--- src/rtl/bus_check_arbiter.sv ---
// Round-robin arbiter sharing one word-checker among NUM_REQ requesters.
// Tracks per-requester saturating error counts; a saturated requester is locked out until reset.
module bus_check_arbiter #(
  parameter int unsigned BUS_SIZE  = 16,
  parameter int unsigned WORD_SIZE = 4,
  parameter int unsigned WORD_NUM  = BUS_SIZE / WORD_SIZE,
  parameter int unsigned NUM_REQ   = 4,
  parameter int unsigned CHECK_LAT = 1,
  parameter int unsigned ERR_CNT_W = 4
) (
  input  logic                          clk,
  input  logic                          reset,
  input  logic [NUM_REQ-1:0]            req_valid,
  input  logic [NUM_REQ*BUS_SIZE-1:0]   req_data,
  output logic [NUM_REQ-1:0]            req_ready,
  output logic [BUS_SIZE-1:0]           data_bus,
  output logic                          bus_valid,
  input  logic [WORD_NUM-1:0]           control_in,
  input  logic                          error_in,
  output logic                          resp_valid,
  output logic [$clog2(NUM_REQ)-1:0]    resp_id,
  output logic [WORD_NUM-1:0]           resp_control,
  output logic                          resp_error,
  output logic [NUM_REQ*ERR_CNT_W-1:0]  err_count,
  output logic                          busy
);

  localparam int unsigned ID_W  = $clog2(NUM_REQ);
  localparam int unsigned LAT_W = $clog2(CHECK_LAT + 1);

  typedef enum logic [1:0] {S_IDLE, S_ISSUE, S_WAIT, S_CAPTURE} state_t;

  state_t                r_state, w_next;
  logic [ID_W-1:0]       r_ptr, r_gid, w_gnt_id;
  logic                  w_gnt_found, w_grant;
  logic [NUM_REQ-1:0]    w_locked, w_eligible;
  logic [ERR_CNT_W-1:0]  r_err_cnt [NUM_REQ];
  logic [BUS_SIZE-1:0]   w_words   [NUM_REQ];
  logic [LAT_W-1:0]      r_wait_cnt;
  logic [BUS_SIZE-1:0]   r_data_bus;
  logic                  r_resp_valid, r_resp_error;
  logic [ID_W-1:0]       r_resp_id;
  logic [WORD_NUM-1:0]   r_resp_control;
  int unsigned           w_idx;

  always_comb begin
    err_count = '0;
    w_locked  = '0;
    for (int unsigned i = 0; i < NUM_REQ; i++) begin
      w_words[i] = req_data[i*BUS_SIZE +: BUS_SIZE];
      err_count[i*ERR_CNT_W +: ERR_CNT_W] = r_err_cnt[i];
      w_locked[i] = (r_err_cnt[i] == '1);
    end
  end

  assign w_eligible = req_valid & ~w_locked;

  // First eligible index scanning from the round-robin pointer upward, wrapping.
  always_comb begin
    w_gnt_found = 1'b0;
    w_gnt_id    = '0;
    w_idx       = 0;
    for (int unsigned k = 0; k < NUM_REQ; k++) begin
      w_idx = (32'(r_ptr) + k) % NUM_REQ;
      if (!w_gnt_found && w_eligible[w_idx]) begin
        w_gnt_found = 1'b1;
        w_gnt_id    = ID_W'(w_idx);
      end
    end
  end

  assign w_grant = (r_state == S_IDLE) && w_gnt_found && !reset;

  always_comb begin
    req_ready = '0;
    if (w_grant) req_ready[w_gnt_id] = 1'b1;
  end

  always_comb begin
    w_next = r_state;
    case (r_state)
      S_IDLE:    if (w_grant) w_next = S_ISSUE;
      S_ISSUE:   w_next = (CHECK_LAT == 1) ? S_CAPTURE : S_WAIT;
      S_WAIT:    if (r_wait_cnt == LAT_W'(1)) w_next = S_CAPTURE;
      S_CAPTURE: w_next = S_IDLE;
      default:   w_next = S_IDLE;
    endcase
  end

  always_ff @(posedge clk) begin
    if (reset) r_state <= S_IDLE;
    else       r_state <= w_next;
  end

  always_ff @(posedge clk) begin
    if (reset) begin
      r_ptr          <= '0;
      r_gid          <= '0;
      r_wait_cnt     <= '0;
      r_data_bus     <= '0;
      r_resp_valid   <= 1'b0;
      r_resp_error   <= 1'b0;
      r_resp_id      <= '0;
      r_resp_control <= '0;
      for (int unsigned i = 0; i < NUM_REQ; i++) r_err_cnt[i] <= '0;
    end else begin
      r_resp_valid <= 1'b0;
      case (r_state)
        S_IDLE: begin
          if (w_grant) begin
            r_data_bus <= w_words[w_gnt_id];
            r_gid      <= w_gnt_id;
          end
        end
        // WAIT spans CHECK_LAT-1 cycles: load here, leave WAIT when the count reads 1.
        S_ISSUE: r_wait_cnt <= LAT_W'(CHECK_LAT - 1);
        S_WAIT:  r_wait_cnt <= r_wait_cnt - LAT_W'(1);
        S_CAPTURE: begin
          r_resp_valid   <= 1'b1;
          r_resp_id      <= r_gid;
          r_resp_control <= control_in;
          r_resp_error   <= error_in;
          r_ptr          <= (32'(r_gid) == NUM_REQ - 1) ? '0 : r_gid + ID_W'(1);
          if (error_in && r_err_cnt[r_gid] != '1)
            r_err_cnt[r_gid] <= r_err_cnt[r_gid] + ERR_CNT_W'(1);
        end
        default: ;
      endcase
    end
  end

  assign data_bus     = r_data_bus;
  assign bus_valid    = (r_state == S_ISSUE);
  assign busy         = (r_state != S_IDLE);
  assign resp_valid   = r_resp_valid;
  assign resp_id      = r_resp_id;
  assign resp_control = r_resp_control;
  assign resp_error   = r_resp_error;

endmodule
--- config.mk ---
export PLATFORM = sky130hd
export DESIGN_NAME = bus_check_arbiter
export DESIGN_NICKNAME = d
export VERILOG_FILES = /design/src/rtl/bus_check_arbiter.sv
export SDC_FILE = /design/constraint.sdc
export NUM_CORES = 1
export LEC_CHECK = 0
export CAP_MARGIN = 20
export CORE_UTILIZATION = 48
export CTS_CLUSTER_DIAMETER = 150
export DETAILED_ROUTE_END_ITERATION = 10
export PLACE_DENSITY = 0.86
export SYNTH_ARGS = -nofsm -noshare
export SYNTH_HDL_FRONTEND = slang
export SYNTH_SLANG_ARGS = --single-unit
export TNS_END_PERCENT = 5
--- constraint.sdc ---
create_clock -name clk -period 7.1 [get_ports clk]
set_input_delay 1.42 -clock clk [delete_from_list [all_inputs] [get_ports clk]]
set_output_delay 1.42 -clock clk [all_outputs]
set_load 0.005 [all_outputs]
==> flow_metrics.py, run 1 <==
metrics = {
    "outcome": {
        "outcome": "finished clean",
    },
    "critical_path": {
        "slowest_delay_ns": 0.63,
        "critPathRequiredTime_ns": 5.68,
        "cp-end-kind": "output port",
        "path_cells": "clkdlybuf4s50_1 -> inv_1 -> o22ai_1 -> buf_4 -> o21ai_1 -> or4_1 -> nor2b_1 -> clkdlybuf4s50_1",
        "critPathMostFrequentCell": "clkdlybuf4s50_1",
        "arrival_ns": 4.00,
        "r2r_slack_ns": 3.95,
        "crit_type": "in2out",
        "critPathSlowestCell": "or4_1",
        "startpoint_type": "input pin",
        "path_max_fanout": 20,
    },
    "clock_network": {
        "cts_setup_buffers": 0,
        "clock-sinks": 49,
        "h-tree-depth": 2,
        "hold_buffers": 0,
        "cts_buffers": 5,
        "ctsResizeCount": 0,
        "cts-root-buf": "clkbuf_8",
        "clock_path_buffers": 2,
        "path_clk_slew_ns": 0.10,
        "cts_tree": "yes",
        "clock_latency_ns": 0.31,
    },
    "synthesis": {
        "synth_top_area_share_pct": 20.9,
        "syn-instance-count": 359,
        "synthAdderAreaFrac_pct": 2.77,
        "synth_top_family_by_area": "compound AO/OA/AOI/OAI gates",
        "ys_ff_latch": 49,
        "synth_edf_count": 16,
        "synthMuxAreaShare_pct": 6.05,
        "syn-num-nets": 441,
        "synth_compound_area_share_pct": 28.8,
        "seq_area_frac_synth_pct": 36.0,
        "avgSynthCellArea_um2": 8.82,
        "yosysTopAreaCell": "dfxtp_1",
        "ys_types": 48,
        "netlist_area_um2": 3170,
        "synth_common_cells": "a211oi_1, nor2_1, dfxtp_1, inv_1, clkbuf_1",
        "async_reset_ff_share_pct": 0,
        "synth_area_leaders": "dfxtp_1, edfxtp_1, a211oi_1",
        "yosys_warnings": 0,
        "ys.flop_type": "dfxtp_1",
        "yosys.area_share.simple_pct": 18.5,
        "synth-xor-area-share_pct": 0.553,
    },
    "global_route": {
        "grt_max_degree": 38,
        "grt_pass1_vias": 3029,
        "antenna_found_initial": 0,
        "gr-total-overflow": 0,
        "grt_pass1_wl_um": 15500,
        "grt_util_all_layers_pct": 27.8,
    },
    "cells_and_area": {
        "final_nets": 543,
        "layout-drive-gt1-share_pct": 5.19,
        "antenna_cells": 0,
        "fin_area_um2": 4500,
        "area_delta_synth_final_pct": 42.0,
    },
    "timing": {
        "finalCriticalPeriod_ns": 5.42,
        "worst_pin_slew_ns": 0.915,
        "setup_viol": 0,
        "min_period_over_period_pct": 76.4,
        "skew_ns": 0.0109,
        "slew_headroom_pct": 38.9,
        "max_freq_mhz": 184,
        "drv_slew": 0,
        "setup_ws_ns": 1.68,
        "fin_tns_setup_ns": 0,
        "hold_viol": 0,
        "rsz0062_at_grt": "no",
    },
    "power": {
        "combPwrFrac_pct": 38.1,
        "p_seq_share_pct": 41.5,
        "switching_power_mw": 0.300,
        "p_clk_share_pct": 20.4,
        "power_leakage_nw": 1.56,
        "swShare_pct": 34.3,
        "powerDensity_nw_per_um2": 195,
        "peakVddDrop_mv": 0.134,
        "p_int_mw": 0.577,
    },
    "floorplan": {
        "core_um2": 6350,
        "row_count": 29,
        "die_h_um": 83.2,
        "die_area_um2": 6930,
        "initial_utilization_pct": 49.9,
        "ios": 121,
        "die-width_um": 83.2,
    },
    "route": {
        "drcViolationCount": 0,
        "antenna_left": 0,
        "drt_wl_total_um": 9890,
        "drt_iter0_drc": 388,
        "routedWlPerCell_um": 18.3,
        "vias_per_cell": 6.38,
        "dr.pass1.iters": 6,
        "vias": 3437,
    },
    "placement": {
        "gp_congestion": 0.906,
        "hpwl_um": 7130,
        "place.port_buffers": 120,
        "place_area_um2": 4390,
        "place_ws_ns": 1.75,
    },
    "flow_run": {
        "maxCapViolations": 0,
    },
    "hold_path": {
        "hp-class": "reg2reg",
    },
}
metal layers:
metal | part of all wire (%) | GRT usage [%] | vias to the layer above
met5 | 0 | 0 | -
met4 | 2.4 | 7.52 | 0
met3 | 8.6 | 4.47 | 29
met2 | 47 | 45.7 | 206
met1 | 42 | 38.0 | 1626
li1 | - | - | 1576
through the flow:
stage               utilization (%)  total power [mW]  cells  hold slack, ns
floorplan                         -             0.532    359           0.467
global placement               69.2             0.688    531           0.466
detailed placement             69.2             0.697    531           0.472
CTS                            70.8             0.877    539           0.491
global route                   70.8             0.923    539           0.513
finish                         70.8             0.877    539           0.496
worst max-delay path, delay by kind of cell:
kind	cells	cell delay, ns
buffers and inverters	4	1.49
AND/OR/NAND/NOR	2	0.80
AO/OA/AOI/OAI	2	0.28
worst paths after layout:
check,start,end,depth (start not counted)
worst min-delay path,resp_error,resp_error,2
worst max-delay path,req_valid[0],req_ready[1],8
worst max register to register,r_ptr[1],data_bus[10],5
worst min register to register,resp_error,resp_error,2
registers in the layout, indices dropped and copies added, names as in the netlist, named ones only:
name,flops
resp_id,2
r_err_cnt,16
data_bus,16
r_state,2
resp_valid,1
r_wait_cnt,1
r_ptr,2
resp_control,4
r_gid,2
resp_error,1
layout by cell type (no fill, tap or decap), types with 2 or more instances in the layout:
cell	count
a2111oi_0	16
a211oi_1	33
a21oi_1	4
a32oi_1	2
and2_1	16
and4_1	3
buf_4	7
clkbuf_8	5
clkdlybuf4s50_1	120
clkinv_4	2
dfxtp_1	33
edfxtp_1	16
ha_1	7
inv_1	26
mux2i_1	9
mux4_2	4
nand2_1	9
nand2b_1	6
nand3_1	5
nand3b_1	19
nand4_1	3
nor2_1	34
nor2b_1	4
nor3_1	2
o211ai_1	16
o21ai_0	19
o21ai_1	2
o221ai_1	16
o22ai_1	2
power groups by stage:
stage / Sequential (mW) / Combinational, mW / Clock (mW)
floorplan: 0.362 / 0.170 / 0
global route: 0.370 / 0.358 / 0.196
finish: 0.364 / 0.335 / 0.179
global placement: 0.368 / 0.320 / 0
CTS: 0.364 / 0.330 / 0.183
detailed placement: 0.370 / 0.327 / 0
cell type report:
class	instances	area [µm²]
Clock buffer	5	68.8
Fill cell	476	1850
Sequential cell	49	1140
Multi-Input combinational cell	251	1800
Tap cell	77	96.3
Inverter	27	101
Clock inverter	3	33.8
Timing Repair Buffer	127	1250
logic make-up (layout without fill, tap and decap cells):
kind of cell             count (synthesis)  count (layout)
AO/OA/AOI/OAI                          122             122
XOR/XNOR                                 2               2
adder cells (fa/ha/maj)                  7               7
buffers and inverters                   59             162
flip-flops                              49              49
multiplexers                            14              14
AND/OR/NAND/NOR                        106             106
Note: power is estimated with default switching activity, not from simulation.
==> run 2: changes to the inputs <==
- CORE_UTILIZATION: 48 -> 40
- PLACE_DENSITY: 0.86 -> 0.77
- clock period: 7.1 -> 4.36 ns (I/O delays scaled with it)
==> flow_metrics.py, run 2 (same netlist as run 1, synthesis figures left out) <==
metrics = {
    "outcome": {
        "outcome": "finished clean",
    },
    "timing": {
        "fin_tns_setup_ns": 0,
        "setup_viol": 0,
        "skew_ns": 0.00228,
        "min_period_over_period_pct": 93.8,
        "slew_headroom_pct": 38.4,
        "drv_slew": 0,
        "hold_viol": 0,
        "max_freq_mhz": 244,
        "finalCriticalPeriod_ns": 4.09,
        "rsz0062_at_grt": "no",
        "worst_pin_slew_ns": 0.924,
    },
    "route": {
        "routedWlPerCell_um": 17.9,
        "antenna_left": 0,
        "drcViolationCount": 0,
        "drt_iter0_drc": 268,
        "drt_wl_total_um": 10200,
        "vias_per_cell": 5.93,
        "vias": 3371,
        "dr.pass1.iters": 7,
    },
    "cells_and_area": {
        "most-common-layout-cells": "clkdlybuf4s50_1, nor2_1, a211oi_1, dfxtp_1, inv_1",
        "fin_area_um2": 4560,
        "final_common_cell": "clkdlybuf4s50_1",
        "area_delta_synth_final_pct": 44.0,
        "final_util_pct": 59.3,
        "layout-drive-gt1-share_pct": 6.22,
        "fin_cells": 568,
        "antenna_cells": 0,
        "final_nets": 547,
    },
    "clock_network": {
        "cts_buffers": 5,
        "cts-root-buf": "clkbuf_8",
        "clock-sinks": 49,
        "hold_buffers": 0,
        "ctsResizeCount": 0,
        "cts_setup_buffers": 0,
        "clock_latency_ns": 0.31,
        "cts_tree": "yes",
        "h-tree-depth": 2,
        "path_clk_slew_ns": 0.10,
        "clock_path_buffers": 2,
    },
    "critical_path": {
        "critPathRequiredTime_ns": 3.49,
        "arrival_ns": 3.22,
        "critPathSlowestCell": "or4_1",
        "worstSetupStartpoint": "req_valid[0]",
        "r2r_slack_ns": 1.72,
        "cp-end-kind": "output port",
        "cp_num_cells": 7,
        "regToRegEndpoint": "r_err_cnt[0][1]",
        "worstPathBufferInverterCount": 3,
        "slowest_delay_ns": 0.65,
        "crit_type": "in2out",
        "critPathMostFrequentCell": "clkdlybuf4s50_1",
        "path_cells": "clkdlybuf4s50_1 -> inv_1 -> o22ai_1 -> o21ai_1 -> or4_1 -> nor2b_1 -> clkdlybuf4s50_1",
        "startpoint_type": "input pin",
        "r2r_cells": 5,
        "path_max_fanout": 7,
        "critical-path-top-delay-family": "buffers and inverters",
        "crit_path_end": "req_ready[1]",
    },
    "floorplan": {
        "row_count": 32,
        "core_um2": 7690,
        "ios": 121,
        "die_h_um": 91.0,
        "die_area_um2": 8280,
        "initial_utilization_pct": 41.2,
        "die-width_um": 91.0,
    },
    "hold_path": {
        "hp-class": "reg2reg",
    },
    "flow_run": {
        "maxCapViolations": 0,
    },
    "global_route": {
        "antenna_found_initial": 0,
        "grt_pass1_wl_um": 16100,
        "gr-total-overflow": 0,
        "grt_max_degree": 37,
        "grt_pass1_vias": 3237,
        "grt_util_all_layers_pct": 24.3,
    },
    "placement": {
        "gp_congestion": 0.902,
        "place_area_um2": 4460,
        "dp.cells": 560,
        "place.port_buffers": 120,
        "hpwl_um": 7360,
    },
    "power": {
        "power_leakage_nw": 1.58,
        "peakVddDrop_mv": 0.210,
        "powerDensity_nw_per_um2": 316,
    },
}
run 2: cell types whose count changed in the layout (fill, tap and decap cells not counted), sizes merged:
cell and change:
inv +2, clkinv -2, buf +4
run 2: per-layer routing:
metal | vias up | track usage [%] | wire, µm
met5 | - | 0 | 0
met4 | 0 | 7.80 | 237
met3 | 24 | 4.94 | 839
met2 | 178 | 39.7 | 4700
met1 | 1579 | 32.1 | 4390
li1 | 1590 | - | -
run 2: power by group:
group | leakage, nW | internal (mW) | switching [mW]
combinational | 1.09 | 0.286 | 0.265
sequential | 0.435 | 0.535 | 0.0555
clock | 0.0506 | 0.120 | 0.177
total | 1.58 | 0.941 | 0.497
run 2: area by class of cell:
type	instances	area [µm²]
clock buffers	5	68.8
repair buffers	131	1280
inverters	27	101
fillers	703	3130
multi-input cells	251	1810
flip-flops and latches	49	1140
clock inverters	3	28.8
well taps	102	128
run 2: worst min-delay path by stage:
| stage | end | slack, ns | from | cells past startpoint |
|---|---|---|---|---|
| 3_3_place_gp | resp_error | 0.46 | resp_error | 2 |
| 2_1_floorplan | resp_error | 0.47 | resp_error | 2 |
| 6_report | resp_error | 0.49 | resp_error | 2 |
| 5_1_grt | resp_error | 0.53 | resp_error | 2 |
| 4_1_cts | resp_error | 0.49 | resp_error | 2 |
| 3_5_place_dp | resp_error | 0.47 | resp_error | 2 |
run 2: worst min-delay path, cell delays in order (launching register included):
cell and delay, ns:
dfxtp_1 0.33, nand2b_1 0.06, a21oi_1 0.06
run 2: metrics by stage:
stage / hold slack, ns / power (mW) / setup slack (ns)
after CTS: 0.487 / 1.44 / 0.309
after global routing: 0.529 / 1.51 / 0.203
after detailed placement: 0.467 / 1.14 / 0.306
after floorplan: 0.467 / 0.866 / 1.36
final: 0.486 / 1.44 / 0.269
after global placement: 0.459 / 1.13 / 0.357
==> run 3: changes to the inputs <==
- CORE_MARGIN: not set -> 5
- CORE_UTILIZATION: 40 -> 48
- PLACE_DENSITY: 0.77 -> 0.86
- clock period: 4.36 -> 4.72 ns (I/O delays scaled with it)
==> flow_metrics.py, run 3 (same netlist as run 1, synthesis figures left out) <==
metrics = {
    "clock_network": {
        "path_clk_slew_ns": 0.10,
        "cts-root-buf": "clkbuf_8",
        "hold_buffers": 0,
        "cts_tree": "yes",
        "clock_latency_ns": 0.31,
        "cts_setup_buffers": 0,
        "clock_path_buffers": 2,
        "h-tree-depth": 2,
        "clock-sinks": 49,
        "cts_buffers": 5,
        "ctsResizeCount": 0,
    },
    "timing": {
        "hold_viol": 0,
        "setup_ws_ns": 0.498,
        "rsz0062_at_grt": "no",
        "finalCriticalPeriod_ns": 4.22,
        "setup_viol": 0,
        "slew_headroom_pct": 34.3,
        "skew_ns": 0.00494,
        "max_freq_mhz": 237,
        "drv_slew": 0,
        "worst_pin_slew_ns": 0.984,
        "min_period_over_period_pct": 89.4,
        "fin_tns_setup_ns": 0,
    },
    "critical_path": {
        "crit_type": "in2out",
        "r2r-start": "r_ptr[1]",
        "path_cells": "clkdlybuf4s50_1 -> inv_1 -> o22ai_1 -> o21ai_1 -> or4_1 -> nor2b_1 -> clkdlybuf4s50_1",
        "r2r_slack_ns": 1.59,
        "arrival_ns": 3.28,
        "slowest_delay_ns": 0.63,
        "r2r_cells": 5,
        "startpoint_type": "input pin",
        "path_max_fanout": 7,
        "worstPathBufferInverterCount": 3,
        "worstSetupStartpoint": "req_valid[0]",
        "regToRegEndpoint": "data_bus[9]",
        "cp-end-kind": "output port",
        "critPathRequiredTime_ns": 3.78,
        "critical-path-top-delay-family": "buffers and inverters",
        "critPathMostFrequentCell": "clkdlybuf4s50_1",
        "cp_num_cells": 7,
        "critPathSlowestCell": "or4_1",
        "crit_path_end": "req_ready[1]",
    },
    "route": {
        "antenna_left": 0,
        "vias_per_cell": 6.29,
        "routedWlPerCell_um": 19.5,
        "vias": 3396,
        "drt_iter0_drc": 364,
        "drt_wl_total_um": 10500,
        "dr.pass1.iters": 5,
        "drcViolationCount": 0,
    },
    "cells_and_area": {
        "final_util_pct": 70.5,
        "antenna_cells": 0,
        "most-common-layout-cells": "clkdlybuf4s50_1, nor2_1, a211oi_1, dfxtp_1, inv_1",
        "layout-drive-gt1-share_pct": 5.40,
        "final_common_cell": "clkdlybuf4s50_1",
        "fin_cells": 540,
        "final_nets": 544,
        "area_delta_synth_final_pct": 42.1,
    },
    "global_route": {
        "grt_util_all_layers_pct": 24.9,
        "grt_max_degree": 37,
        "grt_pass1_wl_um": 17100,
        "grt_pass1_vias": 3253,
        "gr-total-overflow": 0,
        "antenna_found_initial": 0,
    },
    "placement": {
        "gp_congestion": 0.903,
        "place.port_buffers": 120,
        "dp.cells": 532,
        "place_ws_ns": 0.518,
        "hpwl_um": 7780,
    },
    "floorplan": {
        "core_um2": 6390,
        "die_area_um2": 8320,
        "initial_utilization_pct": 49.6,
        "die_h_um": 91.2,
        "ios": 121,
        "die-width_um": 91.2,
        "row_count": 29,
    },
    "hold_path": {
        "min_from": "resp_error",
        "hold_depth": 2,
        "hp-class": "reg2reg",
    },
    "power": {
        "powerDensity_nw_per_um2": 295,
        "p_int_mw": 0.869,
        "swShare_pct": 34.6,
        "p_seq_share_pct": 41.2,
        "p_clk_share_pct": 20.8,
        "combPwrFrac_pct": 38.0,
        "power_leakage_nw": 1.56,
        "peakVddDrop_mv": 0.299,
        "power.total_mw": 1.33,
        "switching_power_mw": 0.460,
    },
    "flow_run": {
        "maxCapViolations": 0,
    },
    "outcome": {
        "outcome": "finished clean",
    },
}
-- run 3: cell types whose count changed in the layout (fill, tap and decap cells not counted) --
cell,before,now
a221oi_1,0,1
buf_4,11,8
a221oi_2,1,0
-- run 3: how the worst min path moves through the flow --
| stage | slack (ns) | to |
|---|---|---|
| 2_1_floorplan | 0.47 | resp_error |
| 4_1_cts | 0.49 | resp_error |
| 3_5_place_dp | 0.47 | resp_error |
| 6_report | 0.48 | resp_error |
| 5_1_grt | 0.52 | resp_error |
| 3_3_place_gp | 0.46 | resp_error |
-- run 3: metal layers --
layer | vias to the layer above | global-route usage, % | wire length (µm)
met3 | 21 | 6.12 | 920
li1 | 1579 | - | -
met1 | 1608 | 33.5 | 4410
met4 | 0 | 6.23 | 221
met5 | - | 0 | 0
met2 | 188 | 40.3 | 4960
-- run 3: final cells by class --
class	count	area, µm²
inverters	27	101
multi-input cells	251	1800
clock buffers	5	68.8
well taps	77	96.3
flip-flops and latches	49	1140
repair buffers	128	1260
clock inverters	3	28.8
fillers	461	1890
-- run 3: stage by stage --
stage	hold slack, ns	area [µm²]
CTS	0.487	4500
detailed placement	0.471	4400
finish	0.481	4500
global route	0.515	4500
global placement	0.460	4400
floorplan	0.467	3170
-- run 3: worst reg2reg max path, cell delays in order (launching register included) --
cell and delay (ns):
dfxtp_1 0.98, clkinv_1 0.72, a32oi_1 0.38, a32o_1 0.57, a211oi_1 0.20, o211ai_1 0.20
-- run 3: power by group through the flow --
stage / Sequential (mW) / Clock, mW / Combinational [mW]
2_1_floorplan: 0.544 / 0 / 0.256
3_3_place_gp: 0.552 / 0 / 0.487
3_5_place_dp: 0.557 / 0 / 0.498
4_1_cts: 0.546 / 0.280 / 0.503
5_1_grt: 0.556 / 0.300 / 0.550
6_report: 0.548 / 0.276 / 0.504
